<file path="src/rtl/restoring_divider.sv">
// Sequential unsigned restoring divider: one quotient bit per cycle using shift-subtract-restore.
// Uses the arithmetic unit's start/done handshake. The current state is visible on state_dbg.
module restoring_divider #(
  parameter int WIDTH = 16
) (
  input  logic             clk,
  input  logic             rst,
  input  logic             start,
  input  logic [WIDTH-1:0] dividend,
  input  logic [WIDTH-1:0] divisor,
  output logic             busy,
  output logic             done,
  output logic [WIDTH-1:0] quotient,
  output logic [WIDTH-1:0] remainder,
  output logic             div_by_zero,
  output logic [1:0]       state_dbg
);

  // Handshake: start is sampled only in IDLE. The edge that samples it high captures
  // dividend/divisor. done is high for exactly one cycle. Results stay valid from done
  // until the next operation leaves LOAD.

  localparam int CW = $clog2(WIDTH) + 1;
  localparam logic [CW-1:0] CNT_INIT = CW'(WIDTH);

  typedef enum logic [1:0] {
    IDLE = 2'd0,
    LOAD = 2'd1,
    ITER = 2'd2,
    DONE = 2'd3
  } state_t;

  state_t state, state_next;

  logic [WIDTH:0]   a;
  logic [WIDTH-1:0] q;
  logic [WIDTH-1:0] m;
  logic [CW-1:0]    count;

  logic [WIDTH+1:0] a_shift;
  logic [WIDTH+1:0] t;
  logic [WIDTH:0]   a_iter;
  logic [WIDTH-1:0] q_iter;
  logic [CW-1:0]    count_dec;
  logic             borrow;

  // a is kept below m, so a_shift < 2*m and the subtraction cannot overflow.
  // The extra top bit carries the borrow out of the (WIDTH+1)-bit difference.
  always_comb begin
    a_shift   = {a, q[WIDTH-1]};
    t         = a_shift - {2'b00, m};
    borrow    = t[WIDTH+1];
    a_iter    = borrow ? a_shift[WIDTH:0] : t[WIDTH:0];
    q_iter    = {q[WIDTH-2:0], ~borrow};
    count_dec = count - CW'(1);
  end

  always_ff @(posedge clk) begin
    if (rst) state <= IDLE;
    else     state <= state_next;
  end

  always_comb begin
    state_next = state;
    case (state)
      IDLE: if (start) state_next = LOAD;
      LOAD: state_next = (m == '0) ? DONE : ITER;
      ITER: if (count_dec == '0) state_next = DONE;
      DONE: state_next = IDLE;
      default: state_next = IDLE;
    endcase
  end

  always_ff @(posedge clk) begin
    if (rst) begin
      a           <= '0;
      q           <= '0;
      m           <= '0;
      count       <= '0;
      busy        <= 1'b0;
      done        <= 1'b0;
      quotient    <= '0;
      remainder   <= '0;
      div_by_zero <= 1'b0;
    end else begin
      busy <= (state_next == LOAD) || (state_next == ITER);
      done <= (state_next == DONE);
      case (state)
        IDLE: begin
          if (start) begin
            q <= dividend;
            m <= divisor;
            a <= '0;
          end
        end
        LOAD: begin
          if (m == '0) begin
            quotient    <= '1;
            remainder   <= q;
            div_by_zero <= 1'b1;
          end else begin
            count       <= CNT_INIT;
            div_by_zero <= 1'b0;
          end
        end
        ITER: begin
          a     <= a_iter;
          q     <= q_iter;
          count <= count_dec;
          if (count_dec == '0) begin
            quotient  <= q_iter;
            remainder <= a_iter[WIDTH-1:0];
          end
        end
        default: ;
      endcase
    end
  end

  assign state_dbg = state;

endmodule

</file>
<file path="config.mk">
export PLATFORM = sky130hd
export DESIGN_NAME = restoring_divider
export DESIGN_NICKNAME = d
export VERILOG_FILES = /design/src/rtl/restoring_divider.sv
export SDC_FILE = /design/constraint.sdc
export NUM_CORES = 1
export LEC_CHECK = 0
export ABC_AREA = 1
export CORE_ASPECT_RATIO = 0.8
export CORE_MARGIN = 5
export CORE_UTILIZATION = 59
export CTS_BUF_LIST = sky130_fd_sc_hd__clkbuf_8 sky130_fd_sc_hd__clkbuf_16
export DETAILED_ROUTE_END_ITERATION = 7
export HOLD_SLACK_MARGIN = 0.12
export PLACE_DENSITY = 0.82
export SLEW_MARGIN = 20
export SYNTH_ARGS = -nofsm -noshare
export SYNTH_HDL_FRONTEND = slang
export SYNTH_SLANG_ARGS = --single-unit
</file>
<file path="constraint.sdc">
create_clock -name clk -period 3.1 [get_ports clk]
set_input_delay 0.775 -clock clk [delete_from_list [all_inputs] [get_ports clk]]
set_output_delay 0.775 -clock clk [all_outputs]
set_load 0.01 [all_outputs]
</file>
* After elaboration in Yosys (flattened, before gate mapping)
Index checks and enable logic that the tools add are counted.
** Word-level totals
- Memory bits (writable) :: 0
- Register bits after elaboration :: 91
- Input port bits :: 35
- ROM bits :: 0
- Bits in latches :: 0
- Memories kept :: 0
- Logic and storage cells :: 51
- Output and inout port bits :: 37
** Operators by class
- Add/subtract/negate cells :: 2
- Order comparisons :: 0
- Bitwise gates (word level) :: 1
- Equal/unequal tests :: 10
- Shift operators :: 0
- Mux-type cells :: 18
- Reduce and logical (&&, ||, !) cells :: 10
- Multipliers :: 0
- Div/mod/pow operators :: 0
** Operator list (count)
- 16-bit one-hot mux with 2 select lines :: 3
- 16-bit two-way mux :: 5
- 17-bit two-way mux :: 2
- 17-bit one-hot mux with 2 select lines :: 1
- 18-bit by 16-bit subtractor with 18-bit output :: 1
- 16-bit zero test :: 1
- 5-bit one-hot mux with 2 select lines :: 1
- 2-bit == test, second input constant :: 4
- 2-bit inequality test, second input constant :: 4
- 2-bit one-hot mux with 4 select lines :: 1
- 2-bit AND reduction :: 3
- 5-bit zero test :: 1
- 5-bit two-way mux :: 1
- 5-bit by 1-bit subtractor with 5-bit output, second input constant :: 1
- 2-bit by 1-bit == test with 1-bit output, second input constant :: 2
- 2-bit two-way mux :: 2
- 2-bit nonzero test :: 2
- 3-bit AND reduction :: 1
- 2-bit zero test :: 1
- 1-bit two-way mux :: 2
- 1-bit logical OR :: 1
- 1-bit inverter :: 1

* Logic depth before layout (Yosys ltp)
- Depth after elaboration :: 6
- Mapped depth :: 16

* Worst setup path before layout
No wires, ideal clock.
- Kind :: register -> register
- Start point :: reg q[15]
- End point :: reg a[14]
- Arrival time :: 1.731 ns
- Cell stages (with the launch flop) :: 17
- Slack :: 1.240 ns
- Path buffers :: 0
- Data required time :: 2.972 ns
- Path through :: dfxtp_1 > inv_1 > ha_1 > inv_1 > fa_1 > nand3_1 > nand3_1 > nand2_1 > nand2_1 > nand2_1 > nand2_1 > nand2_1 > nand2_1 > inv_1 > nand2_2 > nand3_2 > a21oi_1
** Between the ends
- Cells in the longest elaborated chain, start to end :: 3
** Ends and longest elaborated chain
- start: declaration :: line 36 : logic [WIDTH-1:0] q;
- start signal: assignment :: line 91 : q <= dividend;
- start signal: assignment :: line 108 : q <= q_iter;
- 18-bit by 16-bit subtractor with 18-bit output :: line 51 : t = a_shift - {2'b00, m};
- 17-bit two-way mux :: line 53 : a_iter = borrow ? a_shift[WIDTH:0] : t[WIDTH:0];
- 17-bit one-hot mux with 2 select lines :: line 88 : case (state)
- end signal: assignment :: line 107 : a <= a_iter;
- end: declaration :: line 35 : logic [WIDTH:0] a;
No other way between the ends.
A chain may end at the register's enable or synchronous reset.

* Final worst setup path
- Start point :: reg count[0]
- End point :: reg remainder[5]
** Between the ends
- Cells in the longest elaborated chain, start to end :: 4
** Ends and longest elaborated chain
- start: declaration :: line 38 : logic [CW-1:0] count;
- start signal: assignment :: line 109 : count <= count_dec;
- 5-bit by 1-bit subtractor with 5-bit output :: line 55 : count_dec = count - CW'(1);
- 5-bit zero test :: line 110 : if (count_dec == '0) begin
- 2-bit inequality test (no source line)
- 3-bit AND reduction (no source line)
- end signal: assignment :: line 99 : remainder <= q;
- end signal: assignment :: line 112 : remainder <= a_iter[WIDTH-1:0];
- end: declaration :: line 14 : output logic [WIDTH-1:0] remainder,
No other way between the ends.

==> results.sh <==
export IMPL_path_cells="inv_1 -> ha_1 -> xor2_1 -> nand3b_1 -> or2_1 -> nand2_1 -> nand2_2 -> buf_4 -> inv_2 -> o21ai_0 -> a21oi_1"
export IMPL_grt_max_degree=66
export IMPL_max_slew_margin_pct=58.62
export IMPL_firstDrtPassIters=5
export IMPL_required_ns=3.40
export IMPL_p_int_mw=2.451
export IMPL_clock_latency_ns=0.37
export IMPL_die_w_um=113.4
export IMPL_synth_nets=784
export IMPL_clock_tree_buffer_depth=2
export IMPL_ys_seq_elements=91
export IMPL_cts_sinks=91
export IMPL_cp_end_kind="register"
export IMPL_maxCapViolations=0
export IMPL_crit_path_max_incr_delay_ns=0.42
export IMPL_start_kind="register"
export IMPL_finalCriticalPeriod_ns=2.409
export IMPL_critical_path_depth=11
export IMPL_pwr_share_clk_pct=16.7
export IMPL_die_h_um=92.74
export IMPL_reg2reg_slack_ns=0.69
export IMPL_multi_input_area_um2=2716
export IMPL_syn_area_um2=5049
export IMPL_area_growth_pct=19.01
export IMPL_final_cells=900
export IMPL_worstReg2RegEnd="remainder[5]"
export IMPL_start_util_pct=60.04
export IMPL_cp_slowest_cell="inv_2"
export IMPL_synth_area_leader_cell="dfxtp_1"
export IMPL_synth_top_area_share_pct=36.08
export IMPL_yosys_warnings=0
export IMPL_yosysSeqAreaShare_pct=36.08
export IMPL_outcome="completed"
export IMPL_dr_first_iter_drc_count=430
export IMPL_p_seq_share_pct=34.7
export IMPL_cts_setup_buffers=0
export IMPL_register_area_um2=1822
export IMPL_wire_per_inst_um=14.71
export IMPL_hold_viol_final=0
export IMPL_ioPinCount=72
export IMPL_vias=4997
export IMPL_nets=841
export IMPL_die_area_um2=10520
export IMPL_setup_tns_ns=0
export IMPL_r2r_start="count[0]"
export IMPL_diodes=0
export IMPL_hold_path_depth=2
export IMPL_cts_max_level=3
export IMPL_hold_path_class="reg -> reg"
export IMPL_detailed_place_hpwl_mm=9.758
export IMPL_fillCellCount=746
export IMPL_crit_type="reg -> reg"
export IMPL_syn_avg_cell_area_um2=6.954
export IMPL_p_comb_share_pct=48.6
export IMPL_vias_per_cell=5.552
export IMPL_cts_tree="yes"
export IMPL_final_antenna_net_count=0
export IMPL_io_buffers=71
export IMPL_dpl_cell_count=884
export IMPL_switching_share_pct=43.33
export IMPL_crit_buf_inv=3
export IMPL_final_core_util_pct=71.46
export IMPL_max_freq_ghz=0.4151
export IMPL_cp_top_family="buffers and inverters"
export IMPL_timing_final_crit_share_pct=77.72
export IMPL_grt_overflow=0
export IMPL_clockRootBuffer="clkbuf_8"
export IMPL_remaining_drc_errors=0
export IMPL_grt_usage_pct=25.42
export IMPL_static_leakage_power_nw=2.688
export IMPL_grt_pass1_wl_mm=21.79
export IMPL_finalPower_mw=4.325
export IMPL_synthArstFlopShare_pct=0
export IMPL_min_to="count[1]"
export IMPL_post_cts_resized=0
export IMPL_yosysUniqueCellTypes=37
export IMPL_synth_area_leaders="dfxtp_1 36%, nand2_1 9.8%, a21oi_1 8.0%, inv_1 7.2%, o21ai_0 6.7%"
export IMPL_rows=30
export IMPL_vdd_drop_max_mv=0.4776
export IMPL_slew_viol_final=0
export IMPL_setup_viol=0
export IMPL_grt_pass1_vias=4720
export IMPL_rr_worst_depth=11
export IMPL_core_um2=8408
export IMPL_synth_ff_type="dfxtp_1"
export IMPL_rsz0062_at_grt="false"
export IMPL_antenna_found_initial=0
export IMPL_clkTransAtPathRegs_ns=0.09
export IMPL_pwr_density_cell_nw_per_um2=719.8
export IMPL_tightest_slew_ns=0.6143
export IMPL_min_from="count[1]"
export IMPL_drive_gt1_share_pct=7.107
export IMPL_postSynthCellCount=726
export IMPL_finClkSkew_ns=0.008617
export IMPL_synth_most_common_cell="nand2_1"
export IMPL_synth_commonest_cells="132 x nand2_1, 97 x inv_1, 91 x dfxtp_1"
export IMPL_finalWirelength_mm=13.24
export IMPL_arrival_ns=2.71
export IMPL_ctsHoldBuffers=0
export IMPL_p_switching_mw=1.874
export IMPL_gp_congestion=0.8952
export IMPL_crit_fanout=34
export IMPL_cts_buffers=9
export IMPL_synth_edf_count=0
-- area by class of cell --
class,instances,area share [%]
multi-input combinational,502,45.21
sequential,91,30.32
timing repair buffer,79,13.04
inverter,100,6.247
tap,112,2.332
clock buffer,10,2.291
clock inverter,6,0.5623
-- cell families (layout without fill, tap and decap cells) --
group | Yosys count | after routing | share of synthesized area, %
and+or+nand+nor | 297 | 297 | 27.66
adders and majority gates | 23 | 23 | 5.849
DFF | 91 | 91 | 36.08
AOI/OAI and AO/OA | 172 | 172 | 18.56
xor gates and xnor gates | 10 | 10 | 1.735
buffers and inverters | 133 | 195 | 10.11
-- power by group through the flow --
stage	clock network, mW	logic, mW	registers, mW
5_1_grt	0.784	2.34	1.52
4_1_cts	0.731	2.09	1.50
3_5_place_dp	0	2.07	1.52
3_3_place_gp	0	2.00	1.52
6_report	0.722	2.10	1.50
2_1_floorplan	0	1.49	1.52
-- per-stage QoR --
| step | setup slack [ns] | hold slack [ns] | instance area, um2 |
|---|---|---|---|
| 5_1_grt | 0.4885 | 0.4933 | 6008 |
| 3_3_place_gp | 0.8538 | 0.4548 | 5837 |
| 4_1_cts | 0.7032 | 0.4729 | 6008 |
| 2_1_floorplan | 1.240 | 0.4453 | 5049 |
| 3_5_place_dp | 0.7376 | 0.4586 | 5837 |
| 6_report | 0.6908 | 0.4690 | 6008 |
-- sequential cells by signal, summed over array words and instances, names as in the netlist --
| register | flops |
|---|---|
| a | 17 |
| busy | 1 |
| count | 5 |
| div_by_zero | 1 |
| done | 1 |
| m | 16 |
| q | 16 |
| quotient | 16 |
| remainder | 16 |
| state_dbg | 2 |
-- placed cells by master, fill, tap and decap left out, types with 2 or more instances in the layout --
cell	count
a311oi_1	13
clkdlybuf4s50_1	71
and2_1	2
xor2_1	7
inv_2	3
nor2_1	59
nand2_4	6
nand3_2	8
a21oi_1	81
xnor2_1	3
dfxtp_1	91
clkbuf_8	10
a211oi_1	2
o21ai_1	3
o21ai_0	68
nand3_4	2
ha_1	22
nand3b_1	2
nand4_1	8
nand3_1	51
inv_1	99
nand2_2	9
nor3_1	13
buf_4	7
clkinv_2	2
nand2_1	132
-- worst register-to-register path, stage by stage, from the launching register on --
cell and delay, ns:
dfxtp_1 0.34, inv_1 0.08, ha_1 0.23, xor2_1 0.15, nand3b_1 0.16, or2_1 0.24, nand2_1 0.09, nand2_2 0.05
buf_4 0.23, inv_2 0.43, o21ai_0 0.18, a21oi_1 0.17
-- layer usage --
metal  track usage (%)  wire length [um]  up-vias
met2             40.58              6041      197
met5                 0                 0        -
li1                  -                 -     2494
met4             6.907               174        0
met1             34.44              5992     2288
met3             6.074              1034       18
-- how the worst max path moves through the flow --
| stage | start | slack, ns | endpoint |
|---|---|---|---|
| after global routing | count[0] | 0.49 | remainder[10] |
| after floorplan | q[15] | 1.24 | a[14] |
| final | count[0] | 0.69 | remainder[5] |
| after global placement | q[15] | 0.85 | a[14] |
| after CTS | count[0] | 0.70 | remainder[5] |
| after detailed placement | count[0] | 0.74 | remainder[5] |
Note: power is estimated with default switching activity, not from simulation.
